$ cat config.mk
export PLATFORM = sky130hd
export DESIGN_NAME = tt_um_fjpolo_r2a03
export DESIGN_NICKNAME = d
export VERILOG_FILES = /design/src/rtl/r2a03_pkg.sv /design/src/rtl/r2a03_if.sv /design/src/rtl/r2a03_pulse_channel.sv /design/src/rtl/tt_um_fjpolo_r2a03.sv
export SDC_FILE = /design/constraint.sdc
export NUM_CORES = 1
export LEC_CHECK = 0
export BUFFER_PORTS_ARGS = -buffer_cell sky130_fd_sc_hd__buf_2
export CORE_ASPECT_RATIO = 0.5
export CORE_MARGIN = 1.5
export CORE_UTILIZATION = 35
export DETAILED_ROUTE_END_ITERATION = 8
export MAX_ROUTING_LAYER = met4
export PLACE_DENSITY_LB_ADDON = 0.05
export SYNTH_ARGS = -nofsm -noshare
export SYNTH_HDL_FRONTEND = slang
export SYNTH_SLANG_ARGS = --single-unit
$ cat constraint.sdc
create_clock -name clk -period 2.8 [get_ports clk]
set_input_delay 0.42 -clock clk [delete_from_list [all_inputs] [get_ports clk]]
set_output_delay 0.42 -clock clk [all_outputs]
set_load 0.02 [all_outputs]
$ cat src/rtl/r2a03_pkg.sv
// Shared constants for the 2A03 pulse slice: register offsets, duty patterns
// and the minimum audible timer period.
package r2a03_pkg;

    typedef enum logic [1:0] {
        OFF_CTRL      = 2'd0,
        OFF_ENABLE    = 2'd1,
        OFF_PERIOD_LO = 2'd2,
        OFF_PERIOD_HI = 2'd3
    } reg_offset_e;

    // Row = duty setting, bit n = output high while the sequencer sits at step n.
    localparam logic [3:0][7:0] DUTY_TABLE = {8'hF9, 8'h1E, 8'h06, 8'h02};

    localparam logic [10:0] MIN_PERIOD = 11'd8;

    function automatic logic duty_high(input logic [1:0] duty, input logic [2:0] step);
        return DUTY_TABLE[duty][step];
    endfunction

endpackage

$ cat src/rtl/r2a03_if.sv
// Write/level bus between the top-level decoder and one pulse channel.
interface r2a03_if;
    logic       wr_en;
    logic [2:0] addr;
    logic [7:0] data;
    logic       tick;
    logic [3:0] level;

    modport master (output wr_en, addr, data, tick, input level);
    modport slave  (input wr_en, addr, data, tick, output level);
endinterface

$ cat src/rtl/r2a03_pulse_channel.sv
// One NES pulse channel: register file, 11-bit down-counting timer,
// 8-step duty sequencer and mute logic.
module r2a03_pulse_channel
    import r2a03_pkg::*;
(
    input  logic   clk,
    input  logic   rst,
    r2a03_if.slave bus
);

    logic [7:0]  ctrl_q, ctrl_d;
    logic [7:0]  enable_q, enable_d;
    logic [10:0] period_q, period_d;
    logic [10:0] timer_q, timer_d;
    logic [2:0]  step_q, step_d;

    logic unused_reg_bits;
    logic unused_addr_bit;
    assign unused_reg_bits = ^{ctrl_q[5:4], enable_q[7:1]};
    assign unused_addr_bit = bus.addr[2];

    // The offset-3 write is applied after the timer update so a restart wins
    // over a step decrement landing on the same cycle.
    always_comb begin
        ctrl_d   = ctrl_q;
        enable_d = enable_q;
        period_d = period_q;
        timer_d  = timer_q;
        step_d   = step_q;
        if (bus.tick) begin
            if (timer_q == 11'd0) begin
                timer_d = period_q;
                step_d  = step_q - 3'd1;
            end else begin
                timer_d = timer_q - 11'd1;
            end
        end
        if (bus.wr_en) begin
            case (reg_offset_e'(bus.addr[1:0]))
                OFF_CTRL:      ctrl_d = bus.data;
                OFF_ENABLE:    enable_d = bus.data;
                OFF_PERIOD_LO: period_d[7:0] = bus.data;
                OFF_PERIOD_HI: begin
                    period_d[10:8] = bus.data[2:0];
                    step_d         = 3'd0;
                end
                default: ;
            endcase
        end
    end

    always_ff @(posedge clk or posedge rst) begin
        if (rst) begin
            ctrl_q   <= 8'd0;
            enable_q <= 8'd0;
            period_q <= 11'd0;
            timer_q  <= 11'd0;
            step_q   <= 3'd0;
        end else begin
            ctrl_q   <= ctrl_d;
            enable_q <= enable_d;
            period_q <= period_d;
            timer_q  <= timer_d;
            step_q   <= step_d;
        end
    end

    assign bus.level = (enable_q[0] && (period_q >= MIN_PERIOD) && duty_high(ctrl_q[7:6], step_q))
                       ? ctrl_q[3:0] : 4'd0;

endmodule

$ cat src/rtl/tt_um_fjpolo_r2a03.sv
// Tiny Tapeout top for two 2A03 pulse channels: write-strobe edge detect,
// APU tick divider, address decode and the registered DAC nibbles.
module tt_um_fjpolo_r2a03 (
    input  logic       clk,
    input  logic       rst_n,
    input  logic       ena,
    input  logic [7:0] ui_in,
    input  logic [7:0] uio_in,
    output logic [7:0] uo_out,
    output logic [7:0] uio_out,
    output logic [7:0] uio_oe
);

    logic       div_q, div_d;
    logic       strobe_q, strobe_d;
    logic [7:0] out_q, out_d;
    logic       write;

    logic unused_uio_bits;
    assign unused_uio_bits = ^uio_in[7:4];

    r2a03_if p1_bus ();
    r2a03_if p2_bus ();

    // rst_n is active-high on this die; the TT pin name is kept for the harness.
    always_comb begin
        div_d    = ~div_q;
        strobe_d = uio_in[3];
        write    = uio_in[3] & ~strobe_q & ena;
        out_d    = {p2_bus.level, p1_bus.level};
    end

    always_ff @(posedge clk or posedge rst_n) begin
        if (rst_n) begin
            div_q    <= 1'b0;
            strobe_q <= 1'b0;
            out_q    <= 8'd0;
        end else begin
            div_q    <= div_d;
            strobe_q <= strobe_d;
            out_q    <= out_d;
        end
    end

    assign p1_bus.wr_en = write & ~uio_in[2];
    assign p1_bus.addr  = uio_in[2:0];
    assign p1_bus.data  = ui_in;
    assign p1_bus.tick  = div_q;

    assign p2_bus.wr_en = write & uio_in[2];
    assign p2_bus.addr  = uio_in[2:0];
    assign p2_bus.data  = ui_in;
    assign p2_bus.tick  = div_q;

    r2a03_pulse_channel u_pulse1 (
        .clk (clk),
        .rst (rst_n),
        .bus (p1_bus.slave)
    );

    r2a03_pulse_channel u_pulse2 (
        .clk (clk),
        .rst (rst_n),
        .bus (p2_bus.slave)
    );

    assign uo_out  = out_q;
    assign uio_out = 8'd0;
    assign uio_oe  = 8'd0;

endmodule

==> results.md <==
- Outcome: finished, final reports clean
- Clk buf depth: 2
- Power per cell area: 944 mW/mm^2
- Initial antenna violation count: 0
- DP HPWL: 5410 um
- Reg-to-Reg Start: u_pulse2.timer_q[0]$_DFFE_PP0P_
- Placed cell area: 0.00385 mm^2
- Slew Limit Headroom: 0.571
- Min-delay worst type: input port to async pin
- R2R depth: 6
- Root buffer cell: clkbuf_16
- Core Region: 0.0101 mm^2
- Diode count: 0
- CP Data Required Time: 3.03 ns
- Switch share: 0.330
- Pins Over Slew Limit: 0
- Post-CTS Hold Fix Bufs: 0
- R2R setup slack: 0.58 ns
- Synth cell types: 48
- GRT Max-Usage Layer: met2
- Die area: 0.0110 mm^2
- Router iterations before antenna repair: 4
- Register area share after synthesis: 0.511
- Crit path kind: flop to flop
- Multi-input logic area: 0.00160 mm^2
- Width of the die: 147 um
- Die Span Y: 74.9 um
- Clock slew at reported path FFs: 0.06 ns
- Routed len/inst: 15.4 um
- Post-CTS sizing: 0
- Crit path max fanout: 5
- Period minus WS final: 2.22 ns
- Crit-path max cell delay: 0.57 ns
- Nets@finish: 372
- R2r endpoint: u_pulse2.timer_q[10]$_DFFE_PP0P_
- Most frequent cells in the layout: dfrtp_1 (74), mux2_2 (39), nor2_1 (25), buf_2 (22), inv_1 (19)
- Remaining Overflow, GRT: 0
- RSZ-0062 raised after global routing: no
- Vias/cell: 4.78
- Drc violations: 0
- Comb pwr share: 0.278
- Finished Core Util: 0.408
- Syn Area/Cell: 11.5 um^2
- Filler Cells Inserted: 1,000
- Endpoint class of the critical path: flop
- Post-synthesis register bit count: 74
- Overall fraction of global-route tracks in use: 0.153
- Sequential share of power: 0.432
- Slowest CP cell: or4_1
- Final setup vio count: 0
- Met1 Usage GRT: 0.206
- Yosys warns: 0
- Final wirelength: 7530 um
- Grt met3 use: 0.0545
- Number of synthesized flops with an enable pin: 0
- Leakage power: 1.90 nW
- Max Fclk: 450 MHz
- Pin count of the biggest net entering global routing: 32
- CP arrival: 2.45 ns
- FF+latch area: 0.00185 mm^2
- Int Pwr: 2.62 mW
- Number of global-route vias before repair: 2,198
- Via count: 2,339
- Worst-margin pin slew: 0.639 ns
- Setup TNS: 0 ns
- Ys flop type: dfrtp_1
- Share of post-route cells with drive strength above 1: 0.266
- Count of clock tree sinks: 74
- CTS tree: done
- Startpoint class of the critical path: flop
- FFs w/ async S/R, synth: 1.00
- Std cell rows: 26
- Worst Skew: 0.00774 ns
- # Post-CTS Setup Buffers: 0
- First-pass GRT wire length: 12,100 um
- Initial Utilization: 0.357
- Max Cap Viol: 0
- Most common cell after layout, fill and taps aside: dfrtp_1
- Design area: 0.00414 mm^2
- P&R area growth vs syn: 14.3%
- Worst setup margin: 0.577 ns
- Setup WS pre-CTS: 0.593 ns
- Power share of the clock group: 0.291
- DR iter-0 viols: 67
- Switching power of the nets: 1.29 mW
- Synthesized area: 0.00362 mm^2
- I/O pin cnt: 43
- GPL Wtd Cong: 0.814
- Crit path cell chain: inv_1 > ha_1 > nand3b_1 > or4_1 > or3_1 > mux2_2
- IO buf count: 22
- Num CTS Buffers: 9
- Tcrit/Tclk final: 0.794
- Hold Fails Final Rpt: 0
- GRT met2 Usage: 0.218
- Antenna Nets Post-Route: 0
- Post-Synthesis Cells: 315
- Htree depth: 3
- Max VDD drop: 0.318 mV
- Worst-Skew Late Latency: 0.34 ns
per-layer routing:
metal | wire length [um] | vias up | part of all wire
met3 | 283 | 9 | 0.038
met5 | 0 | - | 0
met4 | 85 | 0 | 0.011
li1 | - | 1142 | -
met2 | 3150 | 43 | 0.42
met1 | 4000 | 1145 | 0.53
worst max-delay path: cells and delay by family (launching register included):
| family | cells | cell delay [ns] |
|---|---|---|
| adders and majority gates | 1 | 0.22 |
| buffers and inverters | 1 | 0.08 |
| muxes | 1 | 0.27 |
| and+or+nand+nor | 3 | 1.15 |
| DFF | 1 | 0.39 |
cell usage after synthesis (2+ instances only):
| cell | count | share of area |
|---|---|---|
| dfrtp_1 | 74 | 0.51 |
| or4_1 | 5 | 0.010 |
| ha_1 | 8 | 0.028 |
| xnor2_1 | 4 | 0.0097 |
| nor4_4 | 3 | 0.018 |
| o21ai_0 | 11 | 0.015 |
| nor4b_1 | 2 | 0.0048 |
| buf_2 | 2 | 0.0028 |
| a21oi_1 | 7 | 0.0097 |
| or3_1 | 5 | 0.0086 |
| and3_1 | 2 | 0.0035 |
| inv_1 | 20 | 0.021 |
| clkbuf_1 | 2 | 0.0021 |
| xor2_1 | 3 | 0.0073 |
| a211oi_1 | 4 | 0.0083 |
| nor3_1 | 11 | 0.015 |
| a32oi_1 | 2 | 0.0048 |
| or2_2 | 3 | 0.0052 |
| mux2_2 | 39 | 0.12 |
| a31o_2 | 2 | 0.0048 |
| nand3_1 | 2 | 0.0028 |
| nand3b_1 | 3 | 0.0062 |
| nor2_1 | 25 | 0.026 |
| mux2i_1 | 6 | 0.017 |
| buf_4 | 16 | 0.033 |
| nor4_1 | 5 | 0.0086 |
| a21o_1 | 2 | 0.0041 |
| o31ai_1 | 3 | 0.0062 |
| mux4_2 | 2 | 0.012 |
| nor2b_1 | 4 | 0.0069 |
| nand4bb_1 | 2 | 0.0062 |
| nand2b_1 | 3 | 0.0052 |
| nand2_1 | 18 | 0.019 |
layout make-up:
class                           instances  area share
Sequential cell                        74       0.447
Multi-Input combinational cell        214       0.386
Clock buffer                           12      0.0595
Tap cell                              140      0.0423
Timing Repair Buffer                   26      0.0369
Inverter                               20      0.0181
Clock inverter                          3     0.00967
through the flow:
step / total power [mW] / instances / hold WS [ns]
2_1_floorplan: 2.52 / 330 / 0.451
3_3_place_gp: 2.77 / 474 / 0.438
3_5_place_dp: 2.79 / 474 / 0.440
4_1_cts: 3.95 / 489 / 0.0789
5_1_grt: 4.18 / 489 / 0.0883
6_report: 3.91 / 489 / 0.0700
cells by family (layout without fill, tap and decap cells):
group,count (synthesis),in the layout,synth area share
and+or+nand+nor,101,101,0.168
muxes,47,47,0.150
buffers and inverters,42,61,0.0628
other,1,16,0.00103
AOI/OAI and AO/OA,35,35,0.0625
adders and majority gates,8,8,0.0276
DFF,74,74,0.511
xor gates and xnor gates,7,7,0.0169
registers in the layout (all words and copies together), names as in the netlist:
name and flops:
u_pulse1.enable_q 1, u_pulse1.ctrl_q 6, strobe_q 1, u_pulse2.timer_q 11
u_pulse2.step_q 3, u_pulse1.timer_q 11, u_pulse2.ctrl_q 6, u_pulse2.enable_q 1
u_pulse1.step_q 3, u_pulse2.period_q 11, div_q 1, uo_out 8
u_pulse1.period_q 11
worst max-delay path by stage:
stage | start | cells after the start | to
6_report | u_pulse2.timer_q[0]$_DFFE_PP0P_ | 6 | u_pulse2.timer_q[10]$_DFFE_PP0P_
5_1_grt | u_pulse2.timer_q[0]$_DFFE_PP0P_ | 6 | u_pulse2.timer_q[10]$_DFFE_PP0P_
4_1_cts | u_pulse2.timer_q[0]$_DFFE_PP0P_ | 6 | u_pulse2.timer_q[10]$_DFFE_PP0P_
3_5_place_dp | u_pulse2.timer_q[0]$_DFFE_PP0P_ | 6 | u_pulse2.timer_q[10]$_DFFE_PP0P_
3_3_place_gp | u_pulse2.timer_q[0]$_DFFE_PP0P_ | 6 | u_pulse2.timer_q[10]$_DFFE_PP0P_
2_1_floorplan | rst_n | 1 | div_q$_DFF_PP0_
power groups by stage:
stage	Combinational, mW	Clock [mW]	Sequential, mW
after global placement	1.07	0	1.70
after floorplan	0.902	0	1.62
after global routing	1.23	1.21	1.74
after detailed placement	1.09	0	1.70
final	1.09	1.14	1.69
after CTS	1.10	1.17	1.69
Power figures use the tool's default switching activity.
